==> src/rtl/rand_range_sampler_pkg.sv <==
// Shared definitions for the range-reduced random sampler: FSM encoding,
// default widths and the mask-from-bound helper.
package rand_range_sampler_pkg;

    localparam int unsigned DefDataWidth = 16;
    localparam int unsigned DefOutWidth  = 8;
    // Widest bound the mask helper handles; OUT_WIDTH must not exceed it.
    localparam int unsigned MaskMaxWidth = 16;

    typedef enum logic [1:0] {
        StIdle  = 2'd0,
        StFlush = 2'd1,
        StRun   = 2'd2
    } state_e;

    // OR-smear every set bit downwards: yields the smallest 2^k-1 >= bound.
    function automatic logic [MaskMaxWidth-1:0] mask_from_bound(
        input logic [MaskMaxWidth-1:0] bound
    );
        logic [MaskMaxWidth-1:0] m;
        m = bound;
        for (int i = MaskMaxWidth - 2; i >= 0; i--) begin
            m[i] = m[i] | m[i+1];
        end
        return m;
    endfunction

endpackage

==> src/rtl/rand_range_sampler_if.sv <==
// Configuration, sample-in and valid/ready output bundle of the sampler.
// The sampler connects through the slave modport; its driver uses master.
interface rand_range_sampler_if
    import rand_range_sampler_pkg::*;
#(
    parameter int unsigned DATA_WIDTH = DefDataWidth,
    parameter int unsigned OUT_WIDTH  = DefOutWidth
);
    logic                  cfg_valid;
    logic [OUT_WIDTH-1:0]  range_max;
    logic [DATA_WIDTH-1:0] in_data;
    logic                  in_valid;
    logic [OUT_WIDTH-1:0]  out_data;
    logic                  out_valid;
    logic                  out_ready;
    logic                  overflow;
    logic [15:0]           reject_cnt;

    modport master (
        output cfg_valid, range_max, in_data, in_valid, out_ready,
        input  out_data, out_valid, overflow, reject_cnt
    );

    modport slave (
        input  cfg_valid, range_max, in_data, in_valid, out_ready,
        output out_data, out_valid, overflow, reject_cnt
    );
endinterface

==> src/rtl/rand_range_sampler_sync_fifo.sv <==
// Small synchronous FIFO with synchronous flush. A push while full is
// accepted only if a pop happens in the same cycle.
module sync_fifo #(
    parameter int unsigned WIDTH  = 8,
    parameter int unsigned DEPTH  = 4,
    parameter int unsigned ADDR_W = 2
) (
    input  logic              clk,
    input  logic              rst,
    input  logic              push,
    input  logic              pop,
    input  logic              flush,
    input  logic [WIDTH-1:0]  wdata,
    output logic [WIDTH-1:0]  rdata,
    output logic              full,
    output logic              empty,
    output logic [ADDR_W:0]   count
);
    localparam logic [ADDR_W:0] FullCount = DEPTH[ADDR_W:0];

    logic [WIDTH-1:0]  r_mem [DEPTH];
    logic [ADDR_W-1:0] r_wr_ptr;
    logic [ADDR_W-1:0] r_rd_ptr;
    logic [ADDR_W:0]   r_count;
    logic              w_push_ok;
    logic              w_pop_ok;

    assign full      = (r_count == FullCount);
    assign empty     = (r_count == '0);
    assign count     = r_count;
    assign rdata     = r_mem[r_rd_ptr];
    assign w_pop_ok  = pop && !empty;
    assign w_push_ok = push && (!full || w_pop_ok);

    // Storage, pointers and occupancy; pointers wrap naturally at DEPTH.
    always_ff @(posedge clk or posedge rst) begin
        if (rst) begin
            r_wr_ptr <= '0;
            r_rd_ptr <= '0;
            r_count  <= '0;
            for (int i = 0; i < DEPTH; i++) begin
                r_mem[i] <= '0;
            end
        end else if (flush) begin
            r_wr_ptr <= '0;
            r_rd_ptr <= '0;
            r_count  <= '0;
        end else begin
            if (w_push_ok) begin
                r_mem[r_wr_ptr] <= wdata;
                r_wr_ptr        <= r_wr_ptr + 1'b1;
            end
            if (w_pop_ok) begin
                r_rd_ptr <= r_rd_ptr + 1'b1;
            end
            if (w_push_ok && !w_pop_ok) begin
                r_count <= r_count + 1'b1;
            end else if (!w_push_ok && w_pop_ok) begin
                r_count <= r_count - 1'b1;
            end
        end
    end
endmodule

==> src/rtl/rand_range_sampler.sv <==
// Range sampler: reduces LFSR words to uniform values in [0, range_max] by
// mask-and-reject and buffers accepted values for a valid/ready consumer.
// Optional macro RAND_SAMPLER_STATS_EN builds the saturating reject counter;
// without it reject_cnt is tied to zero.
module rand_range_sampler
    import rand_range_sampler_pkg::*;
#(
    parameter int unsigned DATA_WIDTH      = DefDataWidth,
    parameter int unsigned OUT_WIDTH       = DefOutWidth,
    parameter int unsigned FIFO_DEPTH      = 4,
    parameter int unsigned LOG2_FIFO_DEPTH = 2
) (
    input  logic                  clk,
    input  logic                  rst,
    rand_range_sampler_if.slave   bus
);
    state_e                   r_state;
    state_e                   w_state_next;
    logic [OUT_WIDTH-1:0]     r_range;
    logic [OUT_WIDTH-1:0]     r_mask;
    logic [MaskMaxWidth-1:0]  w_bound_ext;
    logic [MaskMaxWidth-1:0]  w_mask_ext;
    logic [OUT_WIDTH-1:0]     w_cand;
    logic [OUT_WIDTH-1:0]     w_fifo_rdata;
    logic                     w_flush;
    logic                     w_sample_en;
    logic                     w_out_en;
    logic                     w_accept;
    logic                     w_push;
    logic                     w_pop;
    logic                     w_reject;
    logic                     w_full;
    logic                     w_empty;
    logic                     r_overflow;
    logic [LOG2_FIFO_DEPTH:0] w_unused_count;

    // Widen range_max to the helper width and derive its mask.
    always_comb begin
        w_bound_ext                = '0;
        w_bound_ext[OUT_WIDTH-1:0] = bus.range_max;
        w_mask_ext                 = mask_from_bound(w_bound_ext);
    end

    if (OUT_WIDTH < MaskMaxWidth) begin : g_mask_hi
        logic w_unused_mask_hi;
        assign w_unused_mask_hi = ^w_mask_ext[MaskMaxWidth-1:OUT_WIDTH];
    end

    // Only the low OUT_WIDTH bits of the random word feed the candidate.
    if (DATA_WIDTH > OUT_WIDTH) begin : g_data_hi
        logic w_unused_data_hi;
        assign w_unused_data_hi = ^bus.in_data[DATA_WIDTH-1:OUT_WIDTH];
    end

    // Range and mask latch on any cfg_valid, whatever the state.
    always_ff @(posedge clk or posedge rst) begin
        if (rst) begin
            r_range <= '0;
            r_mask  <= '0;
        end else if (bus.cfg_valid) begin
            r_range <= bus.range_max;
            r_mask  <= w_mask_ext[OUT_WIDTH-1:0];
        end
    end

    // FSM state register.
    always_ff @(posedge clk or posedge rst) begin
        if (rst) begin
            r_state <= StIdle;
        end else begin
            r_state <= w_state_next;
        end
    end

    // FSM next state: cfg_valid always (re)enters FLUSH.
    always_comb begin
        w_state_next = r_state;
        unique case (r_state)
            StIdle:  if (bus.cfg_valid) w_state_next = StFlush;
            StFlush: w_state_next = bus.cfg_valid ? StFlush : StRun;
            StRun:   if (bus.cfg_valid) w_state_next = StFlush;
            default: w_state_next = StIdle;
        endcase
    end

    // FSM outputs: FLUSH clears the buffer, RUN samples and presents data.
    always_comb begin
        w_flush     = 1'b0;
        w_sample_en = 1'b0;
        w_out_en    = 1'b0;
        unique case (r_state)
            StFlush: w_flush = 1'b1;
            StRun: begin
                w_sample_en = 1'b1;
                w_out_en    = 1'b1;
            end
            default: ;
        endcase
    end

    assign w_cand   = bus.in_data[OUT_WIDTH-1:0] & r_mask;
    assign w_accept = (w_cand <= r_range);
    assign w_push   = w_sample_en && bus.in_valid && w_accept;
    assign w_reject = w_sample_en && bus.in_valid && !w_accept;

    assign bus.out_valid = w_out_en && !w_empty;
    assign bus.out_data  = w_fifo_rdata;
    assign w_pop         = bus.out_valid && bus.out_ready;

    sync_fifo #(
        .WIDTH  (OUT_WIDTH),
        .DEPTH  (FIFO_DEPTH),
        .ADDR_W (LOG2_FIFO_DEPTH)
    ) u_fifo (
        .clk   (clk),
        .rst   (rst),
        .push  (w_push),
        .pop   (w_pop),
        .flush (w_flush),
        .wdata (w_cand),
        .rdata (w_fifo_rdata),
        .full  (w_full),
        .empty (w_empty),
        .count (w_unused_count)
    );

    // Sticky overflow: an accepted sample hit a full FIFO with no pop.
    always_ff @(posedge clk or posedge rst) begin
        if (rst) begin
            r_overflow <= 1'b0;
        end else if (w_flush) begin
            r_overflow <= 1'b0;
        end else if (w_push && w_full && !w_pop) begin
            r_overflow <= 1'b1;
        end
    end

    assign bus.overflow = r_overflow;

`ifdef RAND_SAMPLER_STATS_EN
    logic [15:0] r_reject_cnt;

    // Saturating count of rejected samples; only reset clears it.
    always_ff @(posedge clk or posedge rst) begin
        if (rst) begin
            r_reject_cnt <= '0;
        end else if (w_reject && (r_reject_cnt != 16'hFFFF)) begin
            r_reject_cnt <= r_reject_cnt + 16'd1;
        end
    end

    assign bus.reject_cnt = r_reject_cnt;
`else
    logic w_unused_reject;
    assign w_unused_reject = w_reject;
    assign bus.reject_cnt  = '0;
`endif

endmodule

==> src/flat_wrapper.sv <==
// flat-port wrapper written by rule: the top's interface ports become plain ports
module rand_range_sampler_flat import rand_range_sampler_pkg::*;
#(
    parameter int unsigned DATA_WIDTH      = DefDataWidth,
    parameter int unsigned OUT_WIDTH       = DefOutWidth,
    parameter int unsigned FIFO_DEPTH      = 4,
    parameter int unsigned LOG2_FIFO_DEPTH = 2
)
  (clk, rst, bus_cfg_valid, bus_range_max, bus_in_data, bus_in_valid, bus_out_ready, bus_out_data, bus_out_valid, bus_overflow, bus_reject_cnt);
  rand_range_sampler_if #(.DATA_WIDTH(DATA_WIDTH), .OUT_WIDTH(OUT_WIDTH)) bus_i ();
  input  logic clk;
  input  logic rst;
  input wire logic [$bits(bus_i.cfg_valid)-1:0] bus_cfg_valid;
  input wire logic [$bits(bus_i.range_max)-1:0] bus_range_max;
  input wire logic [$bits(bus_i.in_data)-1:0] bus_in_data;
  input wire logic [$bits(bus_i.in_valid)-1:0] bus_in_valid;
  input wire logic [$bits(bus_i.out_ready)-1:0] bus_out_ready;
  output wire logic [$bits(bus_i.out_data)-1:0] bus_out_data;
  output wire logic [$bits(bus_i.out_valid)-1:0] bus_out_valid;
  output wire logic [$bits(bus_i.overflow)-1:0] bus_overflow;
  output wire logic [$bits(bus_i.reject_cnt)-1:0] bus_reject_cnt;
  assign bus_i.cfg_valid = bus_cfg_valid;
  assign bus_i.range_max = bus_range_max;
  assign bus_i.in_data = bus_in_data;
  assign bus_i.in_valid = bus_in_valid;
  assign bus_i.out_ready = bus_out_ready;
  assign bus_out_data = bus_i.out_data;
  assign bus_out_valid = bus_i.out_valid;
  assign bus_overflow = bus_i.overflow;
  assign bus_reject_cnt = bus_i.reject_cnt;
  rand_range_sampler #(.DATA_WIDTH(DATA_WIDTH), .OUT_WIDTH(OUT_WIDTH), .FIFO_DEPTH(FIFO_DEPTH), .LOG2_FIFO_DEPTH(LOG2_FIFO_DEPTH)) u_core (.clk(clk), .rst(rst), .bus(bus_i));
endmodule
==> config.mk <==
export PLATFORM = sky130hd
export DESIGN_NAME = rand_range_sampler_flat
export DESIGN_NICKNAME = d
export VERILOG_FILES = /design/src/rtl/rand_range_sampler_pkg.sv /design/src/rtl/rand_range_sampler_if.sv /design/src/rtl/rand_range_sampler_sync_fifo.sv /design/src/rtl/rand_range_sampler.sv /design/src/flat_wrapper.sv
export SDC_FILE = /design/constraint.sdc
export NUM_CORES = 1
export LEC_CHECK = 0
export ABC_AREA = 1
export BUFFER_PORTS_ARGS = -buffer_cell sky130_fd_sc_hd__buf_2
export CAP_MARGIN = 30
export CELL_PAD_IN_SITES_DETAIL_PLACEMENT = 0
export CELL_PAD_IN_SITES_GLOBAL_PLACEMENT = 1
export CORE_MARGIN = 2
export CORE_UTILIZATION = 40
export CTS_CLUSTER_DIAMETER = 50
export DETAILED_ROUTE_END_ITERATION = 8
export GPL_TIMING_DRIVEN = 0
export PLACE_DENSITY_LB_ADDON = 0.1
export SKIP_LAST_GASP = 1
export SLEW_MARGIN = 20
export SYNTH_ARGS = -nofsm -noshare
export SYNTH_HDL_FRONTEND = slang
export SYNTH_SLANG_ARGS = --single-unit
==> constraint.sdc <==
create_clock -name clk -period 2.92 [get_ports clk]
set_input_delay 0 -clock clk [delete_from_list [all_inputs] [get_ports clk]]
set_output_delay 0 -clock clk [all_outputs]
set_load 0.02 [all_outputs]
==> run_summary.xml, run 1 <==
<?xml version="1.0" encoding="UTF-8"?>
<metrics>
  <group name="power">
    <metric name="power_leakage" unit="nW">1.88</metric>
    <metric name="powerDensity" unit="mW/mm2">580</metric>
    <metric name="vdd.ir_drop.worst" unit="mV">0.201</metric>
  </group>
  <group name="sta">
    <metric name="tightestPinTransition" unit="ns">0.594</metric>
    <metric name="period_share" unit="%">85.7</metric>
    <metric name="timing_hold_violations_final" unit="">0</metric>
    <metric name="drv_slew" unit="">0</metric>
    <metric name="final_setup_tns" unit="ns">0</metric>
    <metric name="clock-skew-final" unit="ns">0.00725</metric>
    <metric name="maxSlewHeadroom" unit="%">60.4</metric>
    <metric name="fin_hold_ws" unit="ns">0.0330</metric>
    <metric name="fmax" unit="MHz">400</metric>
    <metric name="min_period" unit="ns">2.50</metric>
    <metric name="setup_viol" unit="">0</metric>
    <metric name="grt_setup_unrepaired" unit="">no</metric>
  </group>
  <group name="critical_path">
    <metric name="timing.critical_path.cells" unit="">nand2_1 -&gt; inv_1 -&gt; ha_1 -&gt; nand2_1 -&gt; inv_2 -&gt; nand2_1 -&gt; nand2_1 -&gt; nand2_1 -&gt; nand2_1 -&gt; nand2_1 -&gt; nand4_2 -&gt; inv_1 -&gt; fa_1 -&gt; xnor2_1 -&gt; nand2_1 -&gt; inv_1 -&gt; nor2_1 -&gt; nand2_1 -&gt; nand2_1</metric>
    <metric name="worstSetupPathType" unit="">register to register</metric>
    <metric name="cp_slowest_stage_delay" unit="ns">0.38</metric>
    <metric name="setup.worst_path.end_class" unit="">register</metric>
    <metric name="critical-path-top-delay-family" unit="">simple AND/OR/NAND/NOR gates</metric>
    <metric name="cp.required" unit="ns">3.13</metric>
    <metric name="critPathMaxFanout" unit="">7</metric>
    <metric name="startpoint_type" unit="">register</metric>
    <metric name="cp_slowest_cell" unit="">sky130_fd_sc_hd__fa_1</metric>
    <metric name="crit_buf_inv" unit="">4</metric>
    <metric name="timing.critical_path.arrival" unit="ns">2.71</metric>
    <metric name="path_common_cell" unit="">sky130_fd_sc_hd__nand2_1</metric>
  </group>
  <group name="placement">
    <metric name="placement.io_buffers" unit="">29</metric>
    <metric name="detailedPlacementHpwl" unit="um">4580</metric>
    <metric name="finalWeightedCongestion" unit="">0.756</metric>
  </group>
  <group name="layout">
    <metric name="fraction_of_layout_instances_using_a_drive_strength_above_1" unit="%">20.6</metric>
    <metric name="layout_overhead_on_the_synthesized_area" unit="%">21.5</metric>
    <metric name="final_net_count" unit="">448</metric>
    <metric name="antenna_diode_instance_count" unit="">0</metric>
    <metric name="seqCellArea" unit="mm2">0.00143</metric>
    <metric name="combined_area_of_the_multi_input_logic_cells" unit="mm2">0.00124</metric>
    <metric name="filler_cell_count" unit="">723</metric>
  </group>
  <group name="drt">
    <metric name="vias" unit="">2345</metric>
    <metric name="drcViolationCount" unit="">0</metric>
    <metric name="drt_iter0_markers" unit="">104</metric>
    <metric name="wl_per_cell" unit="um">12.9</metric>
    <metric name="drtPass1Iterations" unit="">4</metric>
    <metric name="route.antenna.remaining_nets" unit="">0</metric>
    <metric name="wl" unit="um">6610</metric>
    <metric name="avgViaCountPerCell" unit="">4.59</metric>
  </group>
  <group name="synthesis">
    <metric name="most_used_flip_flop_cell_after_synthesis" unit="">sky130_fd_sc_hd__dfrtp_1</metric>
    <metric name="largest_cells_by_area_after_synthesis" unit="">sky130_fd_sc_hd__dfrtp_1, sky130_fd_sc_hd__nand2_1, sky130_fd_sc_hd__o21ai_1, sky130_fd_sc_hd__ha_1, sky130_fd_sc_hd__o21ai_0</metric>
    <metric name="syn-instance-count" unit="">341</metric>
    <metric name="synth-seq-cells" unit="">57</metric>
    <metric name="synthDominantAreaCellType" unit="">sky130_fd_sc_hd__dfrtp_1</metric>
    <metric name="yosys_warnings" unit="">0</metric>
    <metric name="synth_edf_count" unit="">0</metric>
    <metric name="sequential_element_share_of_the_synthesized_area" unit="%">48.7</metric>
    <metric name="postSynth.asyncResetShare" unit="%">100</metric>
    <metric name="syn_std_cell_area" unit="mm2">0.00293</metric>
    <metric name="synthesis.area_per_instance" unit="um2">8.59</metric>
    <metric name="synth_commonest_cells" unit="">sky130_fd_sc_hd__nand2_1, sky130_fd_sc_hd__dfrtp_1, sky130_fd_sc_hd__inv_1, sky130_fd_sc_hd__o21ai_1, sky130_fd_sc_hd__o21ai_0</metric>
    <metric name="synth.lib_cells_used.distinct" unit="">32</metric>
    <metric name="synthMostInstantiatedCell" unit="">sky130_fd_sc_hd__nand2_1</metric>
    <metric name="synthDominantCellAreaShare" unit="%">48.7</metric>
  </group>
  <group name="floorplanning">
    <metric name="dieArea" unit="mm2">0.00802</metric>
    <metric name="effective_utilization_at_floorplan" unit="%">40.8</metric>
    <metric name="core_region_area" unit="mm2">0.00718</metric>
    <metric name="num_io_pins" unit="">55</metric>
    <metric name="placement_rows" unit="">31</metric>
    <metric name="die_width" unit="um">89.6</metric>
    <metric name="die_h" unit="um">89.6</metric>
  </group>
  <group name="grt">
    <metric name="grt_pass1_vias" unit="">2245</metric>
    <metric name="grt_remaining_overflow" unit="">0</metric>
    <metric name="grt_max_degree" unit="">48</metric>
    <metric name="grt_antenna_before_repair" unit="">0</metric>
    <metric name="grt_util_all_layers" unit="%">18.3</metric>
    <metric name="global_route_wire_length_before_repair" unit="um">11000</metric>
  </group>
  <group name="hold_path">
    <metric name="path_type_of_the_worst_min_delay_path" unit="">input pin to register</metric>
  </group>
  <group name="cts">
    <metric name="path_clk_slew" unit="ns">0.07</metric>
    <metric name="cts.sinks" unit="">57</metric>
    <metric name="cts_tree" unit="">done</metric>
    <metric name="cts_inserted_buffers" unit="">9</metric>
    <metric name="clk_path_buf_depth" unit="">2</metric>
    <metric name="cts_htree_levels" unit="">3</metric>
    <metric name="cts_resized" unit="">0</metric>
    <metric name="clock_latency" unit="ns">0.33</metric>
    <metric name="root_buffer_master" unit="">sky130_fd_sc_hd__clkbuf_8</metric>
  </group>
  <group name="run_status">
    <metric name="outcome" unit="">finished, final reports clean</metric>
  </group>
  <group name="flow_run">
    <metric name="cap_viol_max_count" unit="">0</metric>
  </group>
</metrics>
-- path summary, 6_finish.rpt --
check / startpoint / end / slack [ns] / cells after the start
worst max-delay path: u_core.r_mask[3] / u_core.u_fifo.count[2] / 0.42 / 19
worst min-delay path: bus_in_data[5] / u_core.u_fifo.r_mem[5] / 0.03 / 3
worst max register to register: u_core.r_mask[3] / u_core.u_fifo.count[2] / 0.42 / 19
worst min register to register: u_core.r_state[1] / u_core.r_state[0] / 0.44 / 1
max in group asynchronous: rst / u_core.r_state[0] / 2.32 / 4
min in group asynchronous: rst / u_core.u_fifo.r_mem[5] / 0.13 / 3
-- logic make-up (layout without fill, tap and decap cells) --
family,after synthesis,in the layout,synth area share (%)
xor+xnor,1,1,0.299
simple gates,136,136,21.3
fa+ha+maj,12,12,5.38
compound gates,74,74,13.4
other cells,1,16,0.128
flops,57,57,48.7
buf+inv,60,116,10.8
-- registers in the layout, indices dropped and copies added (netlist names) --
name                    count
u_core.u_fifo.r_rd_ptr      2
u_core.u_fifo.r_wr_ptr      2
u_core.u_fifo.count         3
u_core.r_range              7
u_core.r_mask               8
u_core.bus.overflow         1
u_core.r_state              2
u_core.u_fifo.r_mem        32
-- final cells by class --
cell class | instances | share of cell area, %
plain buffers | 24 | 5.07
clock buffers | 13 | 4.47
clock inverters | 3 | 0.422
inverters | 36 | 3.87
multi-input cells | 239 | 34.9
flip-flops and latches | 57 | 40.1
well taps | 99 | 3.48
repair buffers | 40 | 7.67
-- where the power goes --
group	internal [W]	switching, W	leakage (nW)
Clock	0.000350	0.000298	0.0932
Sequential	0.000880	0.0000506	0.742
Combinational	0.000189	0.000296	1.05
Total	0.00142	0.000644	1.88
-- through the flow --
step / worst slack, ns / utilization, % / instance area, um2 / power (W) / std cells
after global routing: 0.110 / 49.6 / 3560 / 0.00220 / 511
final: 0.418 / 49.6 / 3560 / 0.00206 / 511
after floorplan: 0.706 / - / 2980 / 0.00129 / 356
after detailed placement: 0.395 / 45.8 / 3280 / 0.00143 / 485
after global placement: 0.432 / 45.3 / 3250 / 0.00141 / 484
after CTS: 0.369 / 49.6 / 3560 / 0.00209 / 511
-- worst min-delay path, delay by kind of cell --
kind	cells	cell delay [ns]
compound gates	1	0.09
buf+inv	1	0.09
simple gates	1	0.14
-- metal layers --
layer	GRT usage, %	up-vias	wire [um]
li1	-	1208	-
met1	24.7	1086	3160
met2	29.9	42	3170
met3	3.42	9	203
met4	5.70	0	74
met5	0	-	0
-- repair_timing --
item | in CTS | in global routing
setup buffers | 0 | 0
hold buffers | 10 | 0
hold endpoints to repair | 70 | 0
-- placed cells by master, fill, tap and decap left out --
| cell type | instances |
|---|---|
| sky130_fd_sc_hd__nor2_2 | 2 |
| sky130_fd_sc_hd__inv_4 | 1 |
| sky130_fd_sc_hd__nor2_8 | 1 |
| sky130_fd_sc_hd__nand2_2 | 2 |
| sky130_fd_sc_hd__ha_1 | 11 |
| sky130_fd_sc_hd__conb_1 | 16 |
| sky130_fd_sc_hd__xnor2_1 | 1 |
| sky130_fd_sc_hd__buf_2 | 29 |
| sky130_fd_sc_hd__nor3_2 | 1 |
| sky130_fd_sc_hd__nand2_1 | 90 |
| sky130_fd_sc_hd__nor3b_1 | 1 |
| sky130_fd_sc_hd__nor2_4 | 1 |
| sky130_fd_sc_hd__clkbuf_8 | 11 |
| sky130_fd_sc_hd__clkbuf_1 | 6 |
| sky130_fd_sc_hd__a21boi_1 | 1 |
| sky130_fd_sc_hd__o21a_1 | 1 |
| sky130_fd_sc_hd__buf_6 | 4 |
| sky130_fd_sc_hd__buf_16 | 1 |
| sky130_fd_sc_hd__nand2_4 | 5 |
| sky130_fd_sc_hd__o21ai_2 | 2 |
| sky130_fd_sc_hd__inv_1 | 29 |
| sky130_fd_sc_hd__nor4_1 | 1 |
| sky130_fd_sc_hd__nand4_2 | 1 |
| sky130_fd_sc_hd__and3_1 | 2 |
| sky130_fd_sc_hd__o21ai_1 | 30 |
| sky130_fd_sc_hd__inv_2 | 5 |
| sky130_fd_sc_hd__dfrtp_1 | 57 |
| sky130_fd_sc_hd__nor2_1 | 21 |
| sky130_fd_sc_hd__o21ai_0 | 27 |
| sky130_fd_sc_hd__dlygate4sd3_1 | 10 |
| sky130_fd_sc_hd__buf_4 | 16 |
| sky130_fd_sc_hd__clkinv_2 | 3 |
| sky130_fd_sc_hd__nand4_1 | 4 |
| sky130_fd_sc_hd__o22ai_1 | 8 |
| sky130_fd_sc_hd__nand3_1 | 4 |
| sky130_fd_sc_hd__fa_1 | 1 |
| sky130_fd_sc_hd__clkinv_1 | 1 |
| sky130_fd_sc_hd__a21oi_1 | 5 |
(Power assumes the default switching activity.)
==> run 2: changes to the inputs <==
CTS_BUF_LIST = sky130_fd_sc_hd__clkbuf_8 sky130_fd_sc_hd__clkbuf_16   (was unset)
==> run 2 against run 1 <==
Net effect: total power down 0.39%; clock power fell by 1%; wire length about the same; setup slack about the same; final cell count is the same; critical path depth is the same; clock skew barely moved; highest routed layer unchanged; sequential power hardly changed.
==> run_summary.xml, run 2 (synthesis gave the netlist of run 1 again) <==
<?xml version="1.0" encoding="UTF-8"?>
<metrics>
  <group name="cts">
    <metric name="cts_setup_buffers" unit="">0</metric>
    <metric name="cts_tree" unit="">done</metric>
    <metric name="cts_inserted_buffers" unit="">9</metric>
    <metric name="cts_htree_levels" unit="">3</metric>
    <metric name="clock_latency" unit="ns">0.33</metric>
    <metric name="root_buffer_master" unit="">sky130_fd_sc_hd__clkbuf_8</metric>
    <metric name="clk_path_buf_depth" unit="">2</metric>
    <metric name="path_clk_slew" unit="ns">0.07</metric>
    <metric name="cts.sinks" unit="">57</metric>
  </group>
  <group name="drt">
    <metric name="route.antenna.remaining_nets" unit="">0</metric>
    <metric name="vias" unit="">2343</metric>
    <metric name="drtPass1Iterations" unit="">4</metric>
    <metric name="drcViolationCount" unit="">0</metric>
    <metric name="wl_per_cell" unit="um">12.9</metric>
    <metric name="wl" unit="um">6610</metric>
    <metric name="avgViaCountPerCell" unit="">4.59</metric>
    <metric name="drt_iter0_markers" unit="">104</metric>
  </group>
  <group name="sta">
    <metric name="drv_slew" unit="">0</metric>
    <metric name="period_share" unit="%">85.7</metric>
    <metric name="grt_setup_unrepaired" unit="">no</metric>
    <metric name="tightestPinTransition" unit="ns">0.588</metric>
    <metric name="min_period" unit="ns">2.50</metric>
    <metric name="fmax" unit="MHz">400</metric>
    <metric name="setup_viol" unit="">0</metric>
    <metric name="clock-skew-final" unit="ns">0.00747</metric>
    <metric name="maxSlewHeadroom" unit="%">60.8</metric>
    <metric name="final_setup_tns" unit="ns">0</metric>
    <metric name="timing_hold_violations_final" unit="">0</metric>
  </group>
  <group name="layout">
    <metric name="reg_top3" unit="">u_core.u_fifo.r_mem: 32 flops, u_core.r_mask: 8 flops, u_core.r_range: 7 flops</metric>
    <metric name="combined_area_of_the_multi_input_logic_cells" unit="mm2">0.00124</metric>
    <metric name="antenna_diode_instance_count" unit="">0</metric>
    <metric name="largest_reg_flops" unit="">32</metric>
    <metric name="fraction_of_layout_instances_using_a_drive_strength_above_1" unit="%">20.6</metric>
    <metric name="most-common-layout-cells" unit="">sky130_fd_sc_hd__nand2_1, sky130_fd_sc_hd__dfrtp_1, sky130_fd_sc_hd__inv_1</metric>
    <metric name="finalInstanceArea" unit="mm2">0.00356</metric>
    <metric name="seqCellArea" unit="mm2">0.00143</metric>
    <metric name="final_common_cell" unit="">sky130_fd_sc_hd__nand2_1</metric>
    <metric name="registers.top_by_ff_count" unit="">u_core.u_fifo.r_mem</metric>
    <metric name="layout_overhead_on_the_synthesized_area" unit="%">21.5</metric>
    <metric name="final_net_count" unit="">448</metric>
    <metric name="filler_cell_count" unit="">723</metric>
  </group>
  <group name="critical_path">
    <metric name="cp_slowest_cell" unit="">sky130_fd_sc_hd__fa_1</metric>
    <metric name="setup.worst_path.end_class" unit="">register</metric>
    <metric name="cp_slowest_stage_delay" unit="ns">0.38</metric>
    <metric name="cp.required" unit="ns">3.13</metric>
    <metric name="timing.critical_path.cells" unit="">nand2_1 -&gt; inv_1 -&gt; ha_1 -&gt; nand2_1 -&gt; inv_2 -&gt; nand2_1 -&gt; nand2_1 -&gt; nand2_1 -&gt; nand2_1 -&gt; nand2_1 -&gt; nand4_2 -&gt; inv_1 -&gt; fa_1 -&gt; xnor2_1 -&gt; nand2_1 -&gt; inv_1 -&gt; nor2_1 -&gt; nand2_1 -&gt; nand2_1</metric>
    <metric name="path_common_cell" unit="">sky130_fd_sc_hd__nand2_1</metric>
    <metric name="worstSetupPathType" unit="">register to register</metric>
    <metric name="critPathMaxFanout" unit="">7</metric>
    <metric name="startpoint_type" unit="">register</metric>
    <metric name="timing.critical_path.arrival" unit="ns">2.72</metric>
  </group>
  <group name="flow_run">
    <metric name="cap_viol_max_count" unit="">0</metric>
  </group>
  <group name="floorplanning">
    <metric name="effective_utilization_at_floorplan" unit="%">40.8</metric>
    <metric name="placement_rows" unit="">31</metric>
    <metric name="die_h" unit="um">89.6</metric>
    <metric name="core_region_area" unit="mm2">0.00718</metric>
    <metric name="dieArea" unit="mm2">0.00802</metric>
    <metric name="num_io_pins" unit="">55</metric>
    <metric name="die_width" unit="um">89.6</metric>
  </group>
  <group name="power">
    <metric name="power_frac_seq" unit="%">45.3</metric>
    <metric name="p_sw_share" unit="%">31.3</metric>
    <metric name="powerDensity" unit="mW/mm2">578</metric>
    <metric name="internal_power" unit="W">0.00141</metric>
    <metric name="power_leakage" unit="nW">1.89</metric>
    <metric name="vdd.ir_drop.worst" unit="mV">0.201</metric>
    <metric name="p_comb_share" unit="%">23.6</metric>
    <metric name="p_clk_share" unit="%">31.1</metric>
    <metric name="net-switching-power" unit="W">0.000643</metric>
  </group>
  <group name="grt">
    <metric name="grt_remaining_overflow" unit="">0</metric>
    <metric name="grt_antenna_before_repair" unit="">0</metric>
    <metric name="global_route_wire_length_before_repair" unit="um">11000</metric>
    <metric name="grt_pass1_vias" unit="">2245</metric>
    <metric name="grt_util_all_layers" unit="%">18.3</metric>
    <metric name="grt_max_degree" unit="">48</metric>
  </group>
  <group name="hold_path">
    <metric name="path_type_of_the_worst_min_delay_path" unit="">input pin to register</metric>
  </group>
  <group name="run_status">
    <metric name="outcome" unit="">finished, final reports clean</metric>
  </group>
  <group name="placement">
    <metric name="placement.io_buffers" unit="">29</metric>
    <metric name="placed_cell_area" unit="mm2">0.00328</metric>
    <metric name="detailedPlacementHpwl" unit="um">4580</metric>
    <metric name="finalWeightedCongestion" unit="">0.756</metric>
  </group>
</metrics>
## run 2: final timing paths
check | depth (start not counted) | endpoint | start | slack, ns
max | 19 | u_core.u_fifo.count[2] | u_core.r_mask[3] | 0.42
min | 3 | u_core.u_fifo.r_mem[5] | bus_in_data[5] | 0.03
max reg2reg | 19 | u_core.u_fifo.count[2] | u_core.r_mask[3] | 0.42
min reg2reg | 1 | u_core.r_state[0] | u_core.r_state[1] | 0.44
max in group asynchronous | 4 | u_core.r_state[0] | rst | 2.32
min in group asynchronous | 3 | u_core.u_fifo.r_mem[5] | rst | 0.13
## run 2: per-stage QoR
stage               setup WS (ns)  utilization, %  std cells  power (W)  hold WS [ns]
floorplan                   0.706               -        356    0.00129         0.121
CTS                         0.369            49.6        511    0.00209        0.0380
finish                      0.418            49.6        511    0.00206        0.0325
global route                0.110            49.6        511    0.00219        0.0771
detailed placement          0.395            45.8        485    0.00143       -0.0746
global placement            0.432            45.3        484    0.00141         0.225
## run 2: worst max-delay path, delay by kind of cell (launching register included)
family	cells	cell delay (ns)
xor+xnor	1	0.19
buf+inv	4	0.25
flops	1	0.37
fa+ha+maj	2	0.68
simple gates	12	0.90
## run 2: layer usage
layer / vias to the layer above / track usage [%] / wire length [um]
li1: 1207 / - / -
met1: 1087 / 24.7 / 3170
met2: 40 / 29.9 / 3170
met3: 9 / 3.42 / 199
met4: 0 / 5.70 / 74
met5: - / 0 / 0
## run 2: timing repair
item | 4_1_cts | 5_1_grt
hold buffers | 10 | 0
hold endpoints to repair | 70 | 0
gates resized for setup | 0 | 0
## run 2: power by group through the flow
| stage | clock [W] | combinational [W] | sequential, W |
|---|---|---|---|
| final | 0.000640 | 0.000485 | 0.000930 |
| after global routing | 0.000695 | 0.000552 | 0.000941 |
| after CTS | 0.000664 | 0.000494 | 0.000930 |
| after detailed placement | 0 | 0.000483 | 0.000944 |
| after global placement | 0 | 0.000469 | 0.000941 |
| after floorplan | 0 | 0.000359 | 0.000932 |
## run 2: final cells by class
class,count,share of cell area (%)
Buffer,24,5.07
Clock buffer,11,4.26
Clock inverter,5,0.633
Inverter,36,3.87
Multi-Input combinational cell,239,34.9
Sequential cell,57,40.1
Tap cell,99,3.48
Timing Repair Buffer,40,7.67
